**config.mk**
```make
export PLATFORM = sky130hd
export DESIGN_NAME = tx_frame_ctrl_flat
export DESIGN_NICKNAME = d
export VERILOG_FILES = /design/src/rtl/tx_frame_ctrl_pkg.sv /design/src/rtl/tx_frame_ctrl_if.sv /design/src/rtl/tx_sym_timer.sv /design/src/rtl/tx_frame_ctrl.sv /design/src/flat_wrapper.sv
export SDC_FILE = /design/constraint.sdc
export NUM_CORES = 1
export LEC_CHECK = 0
export CAP_MARGIN = 20
export CELL_PAD_IN_SITES_DETAIL_PLACEMENT = 1
export CELL_PAD_IN_SITES_GLOBAL_PLACEMENT = 1
export CORE_MARGIN = 2
export CORE_UTILIZATION = 34
export DETAILED_ROUTE_END_ITERATION = 8
export GPL_TIMING_DRIVEN = 1
export PLACE_DENSITY = 0.73
export SYNTH_ARGS = -nofsm -noshare
export SYNTH_HDL_FRONTEND = slang
export SYNTH_SLANG_ARGS = --single-unit
```
**constraint.sdc**
```tcl
create_clock -name clk -period 2.15 [get_ports clk]
set_clock_uncertainty 0.15 [all_clocks]
set_input_delay 0.3225 -clock clk [delete_from_list [all_inputs] [get_ports clk]]
set_output_delay 0.3225 -clock clk [all_outputs]
set_load 0.005 [all_outputs]
```
**src/rtl/tx_frame_ctrl_pkg.sv**
```systemverilog
// Shared types and defaults for the BPSK frame sequencer.
// Holds the FSM state encoding, symbol width/amplitude defaults and counter-width helpers.
package tx_pkg;
    typedef enum logic [1:0] {
        ST_IDLE     = 2'd0,
        ST_PREAMBLE = 2'd1,
        ST_DATA     = 2'd2,
        ST_GUARD    = 2'd3
    } tx_state_e;

    localparam int                      SYM_W         = 16;
    localparam logic signed [SYM_W-1:0] AMP_DEF       = 16'sd16384;
    localparam int                      SPS_DEF       = 4;
    localparam int                      GUARD_LEN_DEF = 4;

    function automatic int cnt_w(input int n);
        return (n <= 1) ? 1 : $clog2(n);
    endfunction

    function automatic int max2(input int a, input int b);
        return (a > b) ? a : b;
    endfunction
endpackage

```
**src/rtl/tx_frame_ctrl_if.sv**
```systemverilog
// Payload handshake, transmitter drive/acknowledge and status bundle of the frame sequencer.
// master = the sequencer, slave = upstream source plus transmitter side.
interface tx_frame_ctrl_if #(parameter int DATA_W = 8);
    import tx_pkg::*;

    logic [DATA_W-1:0]       data_in;
    logic                    data_valid;
    logic                    data_ready;
    logic signed [SYM_W-1:0] bpsk_out;
    logic                    trans_start;
    logic                    trans_rdy;
    logic                    busy;
    logic                    frame_done;
    logic                    tx_err;

    modport master (
        input  data_in, data_valid, trans_rdy,
        output data_ready, bpsk_out, trans_start, busy, frame_done, tx_err
    );

    modport slave (
        output data_in, data_valid, trans_rdy,
        input  data_ready, bpsk_out, trans_start, busy, frame_done, tx_err
    );
endinterface

```
**src/rtl/tx_sym_timer.sv**
```systemverilog
// Sample counter 0..i_last with load/enable; o_sym_end marks the last sample of a symbol or guard span.
// o_sym_end is combinational from the count register, so it lines up with the cycle it describes.
module tx_sym_timer #(
    parameter int CNT_W = 2
) (
    input  logic             clk,
    input  logic             reset,
    input  logic             i_load,
    input  logic             i_en,
    input  logic [CNT_W-1:0] i_last,
    output logic [CNT_W-1:0] o_cnt,
    output logic             o_sym_end
);
    logic [CNT_W-1:0] r_cnt;

    assign o_cnt     = r_cnt;
    assign o_sym_end = i_en && (r_cnt == i_last);

    always_ff @(posedge clk) begin
        if (reset) begin
            r_cnt <= '0;
        end else if (i_load) begin
            r_cnt <= '0;
        end else if (i_en) begin
            r_cnt <= o_sym_end ? '0 : r_cnt + CNT_W'(1);
        end
    end
endmodule

```
**src/rtl/tx_frame_ctrl.sv**
```systemverilog
// BPSK frame sequencer: one word per frame, optional preamble (TX_PREAMBLE_EN), MSB-first +/-AMP symbols, guard gap.
// Latency 1 cycle from handshake to first symbol; payload is accepted only in IDLE, no buffering elsewhere.
module tx_frame_ctrl
    import tx_pkg::*;
#(
    parameter int                      DATA_W          = 8,
    parameter int                      SAMPLES_PER_SYM = SPS_DEF,
    parameter logic signed [SYM_W-1:0] AMP             = AMP_DEF,
    parameter int                      PRE_LEN         = 8,
    parameter int                      GUARD_LEN       = GUARD_LEN_DEF
) (
    input  logic           clk,
    input  logic           reset,
    tx_frame_ctrl_if.master bus
);
    localparam logic [1:0] S_IDLE     = ST_IDLE;
    localparam logic [1:0] S_PREAMBLE = ST_PREAMBLE;
    localparam logic [1:0] S_DATA     = ST_DATA;
    localparam logic [1:0] S_GUARD    = ST_GUARD;

`ifdef TX_PREAMBLE_EN
    localparam int PRE_ON = 1;
`else
    localparam int PRE_ON = 0;
`endif

    // The bit counter doubles as the preamble counter, so it is sized for the longer of the two.
    localparam int BIT_W = cnt_w(max2(DATA_W, PRE_ON * PRE_LEN));
    localparam int TMR_W = cnt_w(max2(SAMPLES_PER_SYM, GUARD_LEN));
    localparam logic [TMR_W-1:0] SYM_LAST = TMR_W'(SAMPLES_PER_SYM - 1);
    localparam logic [TMR_W-1:0] GRD_LAST = TMR_W'(GUARD_LEN - 1);

    logic [1:0]              r_state;
    logic [DATA_W-1:0]       r_shift;
    logic [BIT_W-1:0]        r_bit_cnt;
    logic                    r_data_ready;
    logic signed [SYM_W-1:0] r_bpsk;
    logic                    r_trans_start;
    logic                    r_busy;
    logic                    r_frame_done;
    logic                    r_tx_err;
    logic                    r_ts_prev;

    logic                    w_accept;
    logic                    w_to_guard;
    logic                    w_sym_end;
    logic [TMR_W-1:0]        w_cnt;
    logic [TMR_W-1:0]        w_last;

    function automatic logic signed [SYM_W-1:0] sym(input logic b);
        return b ? AMP : -AMP;
    endfunction

    assign w_accept   = (r_state == S_IDLE) && r_data_ready && bus.data_valid;
    assign w_to_guard = (r_state == S_DATA) && w_sym_end && (r_bit_cnt == BIT_W'(DATA_W - 1));
    assign w_last     = (r_state == S_GUARD) ? GRD_LAST : SYM_LAST;

    tx_sym_timer #(.CNT_W(TMR_W)) u_timer (
        .clk       (clk),
        .reset     (reset),
        .i_load    (w_accept || w_to_guard),
        .i_en      (r_state != S_IDLE),
        .i_last    (w_last),
        .o_cnt     (w_cnt),
        .o_sym_end (w_sym_end)
    );

    always_ff @(posedge clk) begin
        if (reset) begin
            r_state       <= S_IDLE;
            r_shift       <= '0;
            r_bit_cnt     <= '0;
            r_data_ready  <= 1'b0;
            r_bpsk        <= '0;
            r_trans_start <= 1'b0;
            r_busy        <= 1'b0;
            r_frame_done  <= 1'b0;
            r_tx_err      <= 1'b0;
            r_ts_prev     <= 1'b0;
        end else begin
            // r_ts_prev is cleared by reset, which suppresses the check right after reset.
            r_ts_prev    <= r_trans_start;
            if (r_ts_prev && !bus.trans_rdy) begin
                r_tx_err <= 1'b1;
            end
            r_frame_done <= 1'b0;

            case (r_state)
                S_IDLE: begin
                    if (w_accept) begin
                        r_shift       <= bus.data_in;
                        r_bit_cnt     <= '0;
                        r_trans_start <= 1'b1;
                        r_data_ready  <= 1'b0;
                        r_busy        <= 1'b1;
`ifdef TX_PREAMBLE_EN
                        r_state       <= S_PREAMBLE;
                        r_bpsk        <= AMP;
`else
                        r_state       <= S_DATA;
                        r_bpsk        <= sym(bus.data_in[DATA_W-1]);
`endif
                    end else begin
                        r_data_ready  <= 1'b1;
                    end
                end
`ifdef TX_PREAMBLE_EN
                S_PREAMBLE: begin
                    if (w_sym_end) begin
                        if (r_bit_cnt == BIT_W'(PRE_LEN - 1)) begin
                            r_state   <= S_DATA;
                            r_bit_cnt <= '0;
                            r_bpsk    <= sym(r_shift[DATA_W-1]);
                        end else begin
                            // Next preamble index is even (-> +AMP) exactly when the current one is odd.
                            r_bit_cnt <= r_bit_cnt + BIT_W'(1);
                            r_bpsk    <= sym(r_bit_cnt[0]);
                        end
                    end
                end
`endif
                S_DATA: begin
                    if (w_sym_end) begin
                        if (w_to_guard) begin
                            r_state       <= S_GUARD;
                            r_bit_cnt     <= '0;
                            r_trans_start <= 1'b0;
                            r_bpsk        <= '0;
                            r_frame_done  <= (GUARD_LEN == 1);
                        end else begin
                            r_shift   <= {r_shift[DATA_W-2:0], 1'b0};
                            r_bit_cnt <= r_bit_cnt + BIT_W'(1);
                            r_bpsk    <= sym(r_shift[DATA_W-2]);
                        end
                    end
                end
                S_GUARD: begin
                    if (w_sym_end) begin
                        r_state      <= S_IDLE;
                        r_busy       <= 1'b0;
                        r_data_ready <= 1'b1;
                    end else if (int'(w_cnt) == GUARD_LEN - 2) begin
                        r_frame_done <= 1'b1;
                    end
                end
                default: begin
                    r_state <= S_IDLE;
                end
            endcase
        end
    end

    assign bus.data_ready  = r_data_ready;
    assign bus.bpsk_out    = r_bpsk;
    assign bus.trans_start = r_trans_start;
    assign bus.busy        = r_busy;
    assign bus.frame_done  = r_frame_done;
    assign bus.tx_err      = r_tx_err;
endmodule
```
**src/flat_wrapper.sv**
```systemverilog
// flat-port wrapper written by rule: the top's interface ports become plain ports
module tx_frame_ctrl_flat import tx_pkg::*;
#(
    parameter int                      DATA_W          = 8,
    parameter int                      SAMPLES_PER_SYM = SPS_DEF,
    parameter logic signed [SYM_W-1:0] AMP             = AMP_DEF,
    parameter int                      PRE_LEN         = 8,
    parameter int                      GUARD_LEN       = GUARD_LEN_DEF
)
  (clk, reset, bus_data_in, bus_data_valid, bus_trans_rdy, bus_data_ready, bus_bpsk_out, bus_trans_start, bus_busy, bus_frame_done, bus_tx_err);
  tx_frame_ctrl_if #(.DATA_W(DATA_W)) bus_i ();
  input  logic clk;
  input  logic reset;
  input wire logic [$bits(bus_i.data_in)-1:0] bus_data_in;
  input wire logic [$bits(bus_i.data_valid)-1:0] bus_data_valid;
  input wire logic [$bits(bus_i.trans_rdy)-1:0] bus_trans_rdy;
  output wire logic [$bits(bus_i.data_ready)-1:0] bus_data_ready;
  output wire logic [$bits(bus_i.bpsk_out)-1:0] bus_bpsk_out;
  output wire logic [$bits(bus_i.trans_start)-1:0] bus_trans_start;
  output wire logic [$bits(bus_i.busy)-1:0] bus_busy;
  output wire logic [$bits(bus_i.frame_done)-1:0] bus_frame_done;
  output wire logic [$bits(bus_i.tx_err)-1:0] bus_tx_err;
  assign bus_i.data_in = bus_data_in;
  assign bus_i.data_valid = bus_data_valid;
  assign bus_i.trans_rdy = bus_trans_rdy;
  assign bus_data_ready = bus_i.data_ready;
  assign bus_bpsk_out = bus_i.bpsk_out;
  assign bus_trans_start = bus_i.trans_start;
  assign bus_busy = bus_i.busy;
  assign bus_frame_done = bus_i.frame_done;
  assign bus_tx_err = bus_i.tx_err;
  tx_frame_ctrl #(.DATA_W(DATA_W), .SAMPLES_PER_SYM(SAMPLES_PER_SYM), .AMP(AMP), .PRE_LEN(PRE_LEN), .GUARD_LEN(GUARD_LEN)) u_core (.clk(clk), .reset(reset), .bus(bus_i));
endmodule
```
==> results_tabular.tex, run 1 <==
\begin{tabular}{lr}
\hline
Metric & Value \\
\hline
\multicolumn{2}{l}{\textbf{Setup path}} \\
\quad Required time of the critical path & 2.19 ns \\
\quad End of the worst register-to-register path & u\_core.r\_shift[3]\$\_SDFFE\_PP0P\_ \\
\quad Critical path arrival & 1.93 ns \\
\quad Crit path top cell by count & sky130\_fd\_sc\_hd\_\_ha\_1 \\
\quad Buffers \& Inverters on Critical Path & 0 \\
\quad Worst Setup End Kind & flip-flop \\
\quad Crit path launch type & flip-flop \\
\quad R2R cell count & 5 \\
\quad Kind of cell adding the most delay to the critical path & simple AND/OR/NAND/NOR gates \\
\quad Launching point of the worst reg2reg path & u\_core.r\_bit\_cnt[0]\$\_SDFFE\_PP0P\_ \\
\quad Worst-path cell chain & ha\_1, ha\_1, and4bb\_2, nand2b\_1, a211oi\_1 \\
\quad Critical Path Slowest Stage Cell & sky130\_fd\_sc\_hd\_\_and4bb\_2 \\
\quad Slowest Stage Delay on Critical Path & 0.45 ns \\
\quad Crit Path Category & flip-flop to flip-flop \\
\quad Reg-to-reg setup timing slack & 0.27 ns \\
\quad Worst-path fanout max & 11 \\
\multicolumn{2}{l}{\textbf{Final layout}} \\
\quad Fillers & 385 \\
\quad Post-route standard cell area excluding fillers & 1330 sq um \\
\quad Final core occ & 0.429 \\
\quad Count of antenna diodes in the layout & 0 \\
\quad Multi-input gate area & 586 sq um \\
\quad Fraction of layout instances using a drive strength above 1 & 0.108 \\
\quad Area of all sequential standard cells & 440 sq um \\
\quad Signed area change from the synthesized netlist to the final layout & 17.3\% \\
\quad NumNets Final & 156 \\
\quad Cell Count, Final, Fillers Out & 183 \\
\multicolumn{2}{l}{\textbf{Clock network}} \\
\quad Clock latency on the worst-skew pair & 0.31 ns \\
\quad Hold\_buf cts & 0 \\
\quad CTS H-tree depth & 1 \\
\quad Buffer type at the clock tree root & sky130\_fd\_sc\_hd\_\_clkbuf\_4 \\
\quad Resized cells post-CTS & 0 \\
\quad CTS buffer count & 3 \\
\quad Clk pin slew, worst setup/hold paths & 0.12 ns \\
\quad Number of sinks on the clock net & 22 \\
\quad Number of setup buffers added after CTS & 0 \\
\quad Clock Path Buffers & 2 \\
\quad CTS tree & yes \\
\multicolumn{2}{l}{\textbf{Placement}} \\
\quad Placement Cell Area & 1290 sq um \\
\quad Number of buffers added on ports & 18 \\
\quad Placer Congestion & 0.727 \\
\quad Instance count after placement with tap cells included & 179 \\
\quad Sum of net half-perimeters after detailed placement & 1820 um \\
\multicolumn{2}{l}{\textbf{Logic synthesis}} \\
\quad Syn Area/Cell & 9.30 sq um \\
\quad Total of warnings raised by yosys & 0 \\
\quad Most used flip-flop cell after synthesis & sky130\_fd\_sc\_hd\_\_dfxtp\_1 \\
\quad Register bit total from synthesis & 22 \\
\quad Seq/Total Area, Yosys & 0.388 \\
\quad Number of synthesized flops with an enable pin & 0 \\
\quad Post-Syn Instances & 122 \\
\quad Unique cell type count in the Yosys netlist & 35 \\
\quad Area share of the leading cell type in the synthesized netlist & 0.388 \\
\quad Synth area leader & sky130\_fd\_sc\_hd\_\_dfxtp\_1 \\
\quad Share of flip-flops with an asynchronous set or reset & 0 \\
\quad Cell types with the largest area share after synthesis & sky130\_fd\_sc\_hd\_\_dfxtp\_1 (39\%), sky130\_fd\_sc\_hd\_\_buf\_4 (9.9\%), sky130\_fd\_sc\_hd\_\_mux2i\_1 (5.3\%), sky130\_fd\_sc\_hd\_\_a211oi\_1 (4.6\%), sky130\_fd\_sc\_hd\_\_ha\_1 (4.4\%) \\
\quad Post-synth design cell area & 1130 sq um \\
\multicolumn{2}{l}{\textbf{Routing}} \\
\quad WL per Instance & 13.1 um \\
\quad Total wire length & 2400 um \\
\quad Number of detailed-route iterations in the first pass & 3 \\
\quad Initial drt markers & 22 \\
\quad Antenna-violating nets left & 0 \\
\quad Post-detailed-route via-to-cell ratio & 4.84 \\
\quad Vias post-DR & 885 \\
\quad Number of remaining DRC errors & 0 \\
\multicolumn{2}{l}{\textbf{Pwr}} \\
\quad Clock share of power & 0.273 \\
\quad Net Switching & 0.224 mW \\
\quad Power density over the cells & 638 nW/um\^{}2 \\
\quad Worst IR drop on VDD & 0.234 mV \\
\quad Leakage power & 0.538 nW \\
\quad P\_int & 0.626 mW \\
\quad Switching part of the total & 0.263 \\
\quad Proportion of power drawn by flip-flops and latches & 0.541 \\
\quad Proportion of power drawn by combinational gates & 0.186 \\
\multicolumn{2}{l}{\textbf{Die}} \\
\quad Die area & 3820 sq um \\
\quad Site row count & 20 \\
\quad Die height & 61.8 um \\
\quad Initial cell density of the core & 0.366 \\
\quad Number of top-level design ports & 33 \\
\quad Horizontal extent of the die & 61.8 um \\
\quad CORE AREA & 3100 sq um \\
\multicolumn{2}{l}{\textbf{GRT}} \\
\quad Initial antenna violation count & 0 \\
\quad Total global-route track usage & 0.139 \\
\quad Largest net degree at the start of global routing & 15 \\
\quad Remaining global-route overflow & 0 \\
\quad Global-route wire length before repair & 3880 um \\
\quad Vias in the first global route & 839 \\
\multicolumn{2}{l}{\textbf{Timing}} \\
\quad Worst hold slack after final layout & 0.326 ns \\
\quad Hold Violations, Final & 0 \\
\quad Time the final worst path needs with I/O delays and setup & 1.88 ns \\
\quad Final Max Tran Viols & 0 \\
\quad Total negative slack & 0 ns \\
\quad Unrepaired setup endpoints after global routing & false \\
\quad Highest Clock Rate & 531 MHz \\
\quad Finish-stage setup viols & 0 \\
\quad Final clock period utilization by the worst path & 0.876 \\
\multicolumn{2}{l}{\textbf{Run status}} \\
\quad Run status & complete, no violations \\
\multicolumn{2}{l}{\textbf{Hold path}} \\
\quad WHS Endpoint & u\_core.bus.tx\_err\$\_SDFFE\_PP0P\_ \\
\quad Hold-critical path depth & 2 \\
\quad Worst hold start & u\_core.r\_ts\_prev\$\_SDFF\_PP0\_ \\
\quad Path class of the lowest-slack min-delay path & flip-flop to flip-flop \\
\multicolumn{2}{l}{\textbf{Flow run}} \\
\quad Max-cap viol count & 0 \\
\hline
\end{tabular}
-- power by group through the flow --
stage,combinational [mW],clock [mW],sequential (mW)
after floorplan,0.114,0,0.462
after detailed placement,0.159,0,0.470
final,0.158,0.232,0.460
after global routing,0.177,0.258,0.465
after CTS,0.159,0.243,0.460
after global placement,0.152,0,0.467
-- sequential cells by signal, summed over array words and instances (netlist names) --
| signal | cells |
|---|---|
| u_core.bus.trans_start | 1 |
| u_core.r_shift | 7 |
| u_core.bus.data_ready | 1 |
| u_core.bus.busy | 1 |
| u_core.u_timer.o_cnt | 2 |
| u_core.r_bit_cnt | 3 |
| u_core.bus.frame_done | 1 |
| u_core.r_state | 2 |
| u_core.bus.tx_err | 1 |
| u_core.bus.bpsk_out | 2 |
| u_core.r_ts_prev | 1 |
-- routing by layer --
layer,vias up,part of all wire,global-route usage
met4,0,0.014,0.0821
met1,424,0.46,0.173
met3,2,0.028,0.0186
met2,18,0.49,0.230
li1,441,-,-
met5,-,0,0
-- cell usage in the layout (no fill, tap or decap), drive strengths merged --
cell | synthesis | routed
a211oi | 7 | 7
a21bo | 1 | 1
a21oi | 7 | 7
a2bb2oi | 1 | 1
a31oi | 1 | 1
a32oi | 2 | 2
and3b | 2 | 2
and4bb | 2 | 2
buf | 20 | 3
clkbuf | 1 | 4
clkdlybuf4s50 | 0 | 18
conb | 1 | 14
dfxtp | 22 | 22
ha | 4 | 4
inv | 3 | 3
mux2 | 1 | 1
mux2i | 6 | 6
nand2 | 5 | 5
nand2b | 3 | 3
nand3 | 4 | 4
nand3b | 1 | 1
nand4bb | 1 | 1
nor2 | 6 | 6
nor2b | 1 | 1
nor3 | 7 | 7
nor3b | 4 | 4
o21ai | 1 | 1
o21ba | 2 | 2
o21bai | 3 | 3
or2 | 1 | 1
or3 | 1 | 1
or4 | 1 | 1
-- tightest hold or removal path: cells and delay by family (launching register included) --
kind	cells	cell delay [ns]
flops	1	0.33
simple gates	1	0.07
compound gates	1	0.05
-- layout make-up --
class / count / share of cell area
clock buffer: 4 / 0.0273
multi-input combinational: 89 / 0.440
tap: 44 / 0.0414
inverter: 3 / 0.00846
timing repair buffer: 21 / 0.152
sequential: 22 / 0.331
-- per-stage QoR --
| stage | setup WS [ns] | power (mW) |
|---|---|---|
| 6_report | 0.267 | 0.850 |
| 2_1_floorplan | 0.535 | 0.576 |
| 5_1_grt | 0.152 | 0.900 |
| 3_5_place_dp | 0.255 | 0.629 |
| 4_1_cts | 0.276 | 0.863 |
| 3_3_place_gp | 0.342 | 0.620 |
-- Yosys cell counts (2+ instances only) --
library cell,instances
sky130_fd_sc_hd__dfxtp_1,22
sky130_fd_sc_hd__buf_4,15
sky130_fd_sc_hd__a211oi_1,7
sky130_fd_sc_hd__a21oi_1,7
sky130_fd_sc_hd__nor3_1,7
sky130_fd_sc_hd__mux2i_1,6
sky130_fd_sc_hd__nor2_1,6
sky130_fd_sc_hd__nand2_1,5
sky130_fd_sc_hd__ha_1,4
sky130_fd_sc_hd__nand3_1,4
sky130_fd_sc_hd__nor3b_1,4
sky130_fd_sc_hd__buf_2,3
sky130_fd_sc_hd__inv_1,3
sky130_fd_sc_hd__nand2b_1,3
sky130_fd_sc_hd__o21bai_1,3
sky130_fd_sc_hd__a32oi_1,2
sky130_fd_sc_hd__and4bb_2,2
sky130_fd_sc_hd__o21ba_2,2
-- kinds of logic (layout without fill, tap and decap cells) --
| group | Yosys count | count (layout) | share of synthesized area |
|---|---|---|---|
| DFF | 22 | 22 | 0.388 |
| buffers and inverters | 24 | 28 | 0.139 |
| other | 1 | 14 | 0.00330 |
| adders and majority gates | 4 | 4 | 0.0441 |
| muxes | 7 | 7 | 0.0628 |
| AOI/OAI and AO/OA | 25 | 25 | 0.157 |
| and+or+nand+nor | 39 | 39 | 0.206 |
-- worst max path at each step --
stage | startpoint | endpoint | slack [ns] | cells past startpoint
after global placement | u_core.r_bit_cnt[0]$_SDFFE_PP0P_ | u_core.r_shift[1]$_SDFFE_PP0P_ | 0.34 | 5
after floorplan | u_core.r_bit_cnt[0]$_SDFFE_PP0P_ | u_core.r_shift[0]$_SDFFE_PP0P_ | 0.53 | 6
after global routing | u_core.r_bit_cnt[0]$_SDFFE_PP0P_ | u_core.r_shift[3]$_SDFFE_PP0P_ | 0.15 | 5
final | u_core.r_bit_cnt[0]$_SDFFE_PP0P_ | u_core.r_shift[3]$_SDFFE_PP0P_ | 0.27 | 5
after CTS | u_core.r_bit_cnt[0]$_SDFFE_PP0P_ | u_core.r_shift[3]$_SDFFE_PP0P_ | 0.28 | 5
after detailed placement | bus_data_valid | u_core.r_shift[3]$_SDFFE_PP0P_ | 0.25 | 4
Power figures use the tool's default switching activity.
==> run 2: changes to the inputs <==
--- a/config.mk
+++ b/config.mk
@@ -8,7 +8,6 @@
 export CAP_MARGIN = 20
 export CELL_PAD_IN_SITES_DETAIL_PLACEMENT = 1
 export CELL_PAD_IN_SITES_GLOBAL_PLACEMENT = 1
-export CORE_MARGIN = 2
 export CORE_UTILIZATION = 34
 export DETAILED_ROUTE_END_ITERATION = 8
 export GPL_TIMING_DRIVEN = 1
==> run 2 against run 1 <==
Worst hold slack better by 0.0058 ns. Via count is 1.2% higher. Sequential power hardly changed. Sequential cell count stayed put. Maximum frequency is 1.1% higher. Critical path type unchanged. Largest cell class unchanged.
==> results_tabular.tex, run 2 (synthesis results as in run 1) <==
\begin{tabular}{lr}
\hline
Metric & Value \\
\hline
\multicolumn{2}{l}{\textbf{Die}} \\
\quad Number of top-level design ports & 33 \\
\quad CORE AREA & 3100 sq um \\
\quad Die height & 59.8 um \\
\quad Die area & 3570 sq um \\
\quad Initial cell density of the core & 0.366 \\
\quad Horizontal extent of the die & 59.8 um \\
\quad Site row count & 20 \\
\multicolumn{2}{l}{\textbf{GRT}} \\
\quad Vias in the first global route & 882 \\
\quad Total global-route track usage & 0.146 \\
\quad Remaining global-route overflow & 0 \\
\quad Global-route wire length before repair & 3880 um \\
\quad Initial antenna violation count & 0 \\
\quad Largest net degree at the start of global routing & 15 \\
\multicolumn{2}{l}{\textbf{Clock network}} \\
\quad Clock latency on the worst-skew pair & 0.30 ns \\
\quad Buffer type at the clock tree root & sky130\_fd\_sc\_hd\_\_clkbuf\_4 \\
\quad Resized cells post-CTS & 0 \\
\quad Hold\_buf cts & 0 \\
\quad Number of sinks on the clock net & 22 \\
\quad CTS H-tree depth & 1 \\
\quad Number of setup buffers added after CTS & 0 \\
\quad CTS buffer count & 3 \\
\quad Clk pin slew, worst setup/hold paths & 0.12 ns \\
\quad CTS tree & yes \\
\quad Clock Path Buffers & 2 \\
\multicolumn{2}{l}{\textbf{Final layout}} \\
\quad Count of antenna diodes in the layout & 0 \\
\quad Fillers & 380 \\
\quad Final core occ & 0.425 \\
\quad Largest registers ranked by flip-flop count & u\_core.r\_shift x7, u\_core.r\_bit\_cnt x3 \\
\quad Commonest cells after routing, fill and taps aside & sky130\_fd\_sc\_hd\_\_dfxtp\_1 (22), sky130\_fd\_sc\_hd\_\_clkdlybuf4s50\_1 (18), sky130\_fd\_sc\_hd\_\_conb\_1 (14) \\
\quad NumNets Final & 156 \\
\quad Signed area change from the synthesized netlist to the final layout & 16.1\% \\
\quad Register containing the most flip-flops in the final layout & u\_core.r\_shift \\
\quad Fraction of layout instances using a drive strength above 1 & 0.101 \\
\quad Flip-flop count of the largest register, all copies and words added & 7 \\
\quad Most common library cell in the layout ignoring fill and taps & sky130\_fd\_sc\_hd\_\_dfxtp\_1 \\
\multicolumn{2}{l}{\textbf{Routing}} \\
\quad Number of remaining DRC errors & 0 \\
\quad Met2 Routed Length & 1180 um \\
\quad Number of detailed-route iterations in the first pass & 2 \\
\quad Antenna-violating nets left & 0 \\
\quad Total wire length & 2350 um \\
\quad Post-detailed-route via-to-cell ratio & 4.92 \\
\quad WL met3 & 58 um \\
\quad DRT met1 WL & 1080 um \\
\quad Initial drt markers & 19 \\
\quad Highest metal layer with signal wires & met4 \\
\quad Vias post-DR & 896 \\
\quad WL per Instance & 12.9 um \\
\multicolumn{2}{l}{\textbf{Timing}} \\
\quad Hold Violations, Final & 0 \\
\quad Time the final worst path needs with I/O delays and setup & 1.86 ns \\
\quad Finish-stage setup viols & 0 \\
\quad Final clock period utilization by the worst path & 0.866 \\
\quad Final Max Tran Viols & 0 \\
\quad Total negative slack & 0 ns \\
\quad Least setup slack across all paths after layout & 0.287 ns \\
\quad Unrepaired setup endpoints after global routing & false \\
\quad Highest Clock Rate & 537 MHz \\
\multicolumn{2}{l}{\textbf{Setup path}} \\
\quad Slowest Stage Delay on Critical Path & 0.45 ns \\
\quad Buffers \& Inverters on Critical Path & 0 \\
\quad Crit path launch type & flip-flop \\
\quad Critical Path Slowest Stage Cell & sky130\_fd\_sc\_hd\_\_and4bb\_2 \\
\quad Worst-path cell chain & ha\_1, ha\_1, and4bb\_2, nand2b\_1, a211oi\_1 \\
\quad Critical path arrival & 1.89 ns \\
\quad Crit Path Category & flip-flop to flip-flop \\
\quad Stages on worst setup path & 5 \\
\quad Required time of the critical path & 2.18 ns \\
\quad Worst Setup End Kind & flip-flop \\
\quad Kind of cell adding the most delay to the critical path & simple AND/OR/NAND/NOR gates \\
\quad R2R cell count & 5 \\
\quad Crit path top cell by count & sky130\_fd\_sc\_hd\_\_ha\_1 \\
\quad Worst-path fanout max & 11 \\
\multicolumn{2}{l}{\textbf{Hold path}} \\
\quad Hold-critical path depth & 2 \\
\quad Path class of the lowest-slack min-delay path & flip-flop to flip-flop \\
\multicolumn{2}{l}{\textbf{Run status}} \\
\quad Run status & complete, no violations \\
\multicolumn{2}{l}{\textbf{Pwr}} \\
\quad Leakage power & 0.530 nW \\
\quad Worst IR drop on VDD & 0.210 mV \\
\quad Power density over the cells & 607 nW/um\^{}2 \\
\multicolumn{2}{l}{\textbf{Flow run}} \\
\quad Max-cap viol count & 0 \\
\multicolumn{2}{l}{\textbf{Placement}} \\
\quad Sum of net half-perimeters after detailed placement & 1800 um \\
\quad Placer Congestion & 0.719 \\
\quad Number of buffers added on ports & 18 \\
\quad Setup slack after placement & 0.251 ns \\
\hline
\end{tabular}
[run 2: cell count changes in the layout (fill, tap and decap cells not counted)]
cell                       delta
sky130_fd_sc_hd__clkbuf_8     -1
[run 2: worst reg2reg max path: stages (launching register included)]
cell and delay (ns):
sky130_fd_sc_hd__dfxtp_1 0.34, sky130_fd_sc_hd__ha_1 0.20, sky130_fd_sc_hd__ha_1 0.20, sky130_fd_sc_hd__and4bb_2 0.45, sky130_fd_sc_hd__nand2b_1 0.28, sky130_fd_sc_hd__a211oi_1 0.12
[run 2: per-layer routing]
metal / global-route usage / up-vias
met1: 0.172 / 435
met5: 0 / -
met3: 0.0325 / 2
met4: 0.0698 / 0
li1: - / 443
met2: 0.249 / 16
[run 2: final timing paths]
path | startpoint | to | slack [ns]
worst min register to register | u_core.r_ts_prev$_SDFF_PP0_ | u_core.bus.tx_err$_SDFFE_PP0P_ | 0.33
worst max register to register | u_core.r_bit_cnt[0]$_SDFFE_PP0P_ | u_core.r_shift[3]$_SDFFE_PP0P_ | 0.29
worst max-delay path | u_core.r_bit_cnt[0]$_SDFFE_PP0P_ | u_core.r_shift[3]$_SDFFE_PP0P_ | 0.29
worst min-delay path | u_core.r_ts_prev$_SDFF_PP0_ | u_core.bus.tx_err$_SDFFE_PP0P_ | 0.33
[run 2: through the flow]
| stage | hold WS, ns | cell area (sq um) | cells | power (mW) |
|---|---|---|---|---|
| finish | 0.332 | 1320 | 182 | 0.800 |
| global placement | 0.296 | 1290 | 179 | 0.619 |
| global route | 0.358 | 1320 | 182 | 0.847 |
| CTS | 0.342 | 1320 | 182 | 0.812 |
| detailed placement | 0.314 | 1290 | 179 | 0.629 |
| floorplan | 0.282 | 1180 | 135 | 0.576 |
[run 2: layout make-up]
cell class                 instances  area, sq um  area share
inverter                           3         11.3     0.00855
multi-input combinational         89          586       0.444
timing repair buffer              21          203       0.154
sequential                        22          440       0.334
tap                               44         55.1      0.0418
clock buffer                       3         22.5      0.0171
[run 2: power by group]
| part | switching, mW | internal [mW] | total [mW] |
|---|---|---|---|
| clock network | 0.117 | 0.0653 | 0.183 |
| registers | 0.0222 | 0.436 | 0.458 |
| logic | 0.0728 | 0.0872 | 0.160 |
| total | 0.212 | 0.588 | 0.800 |
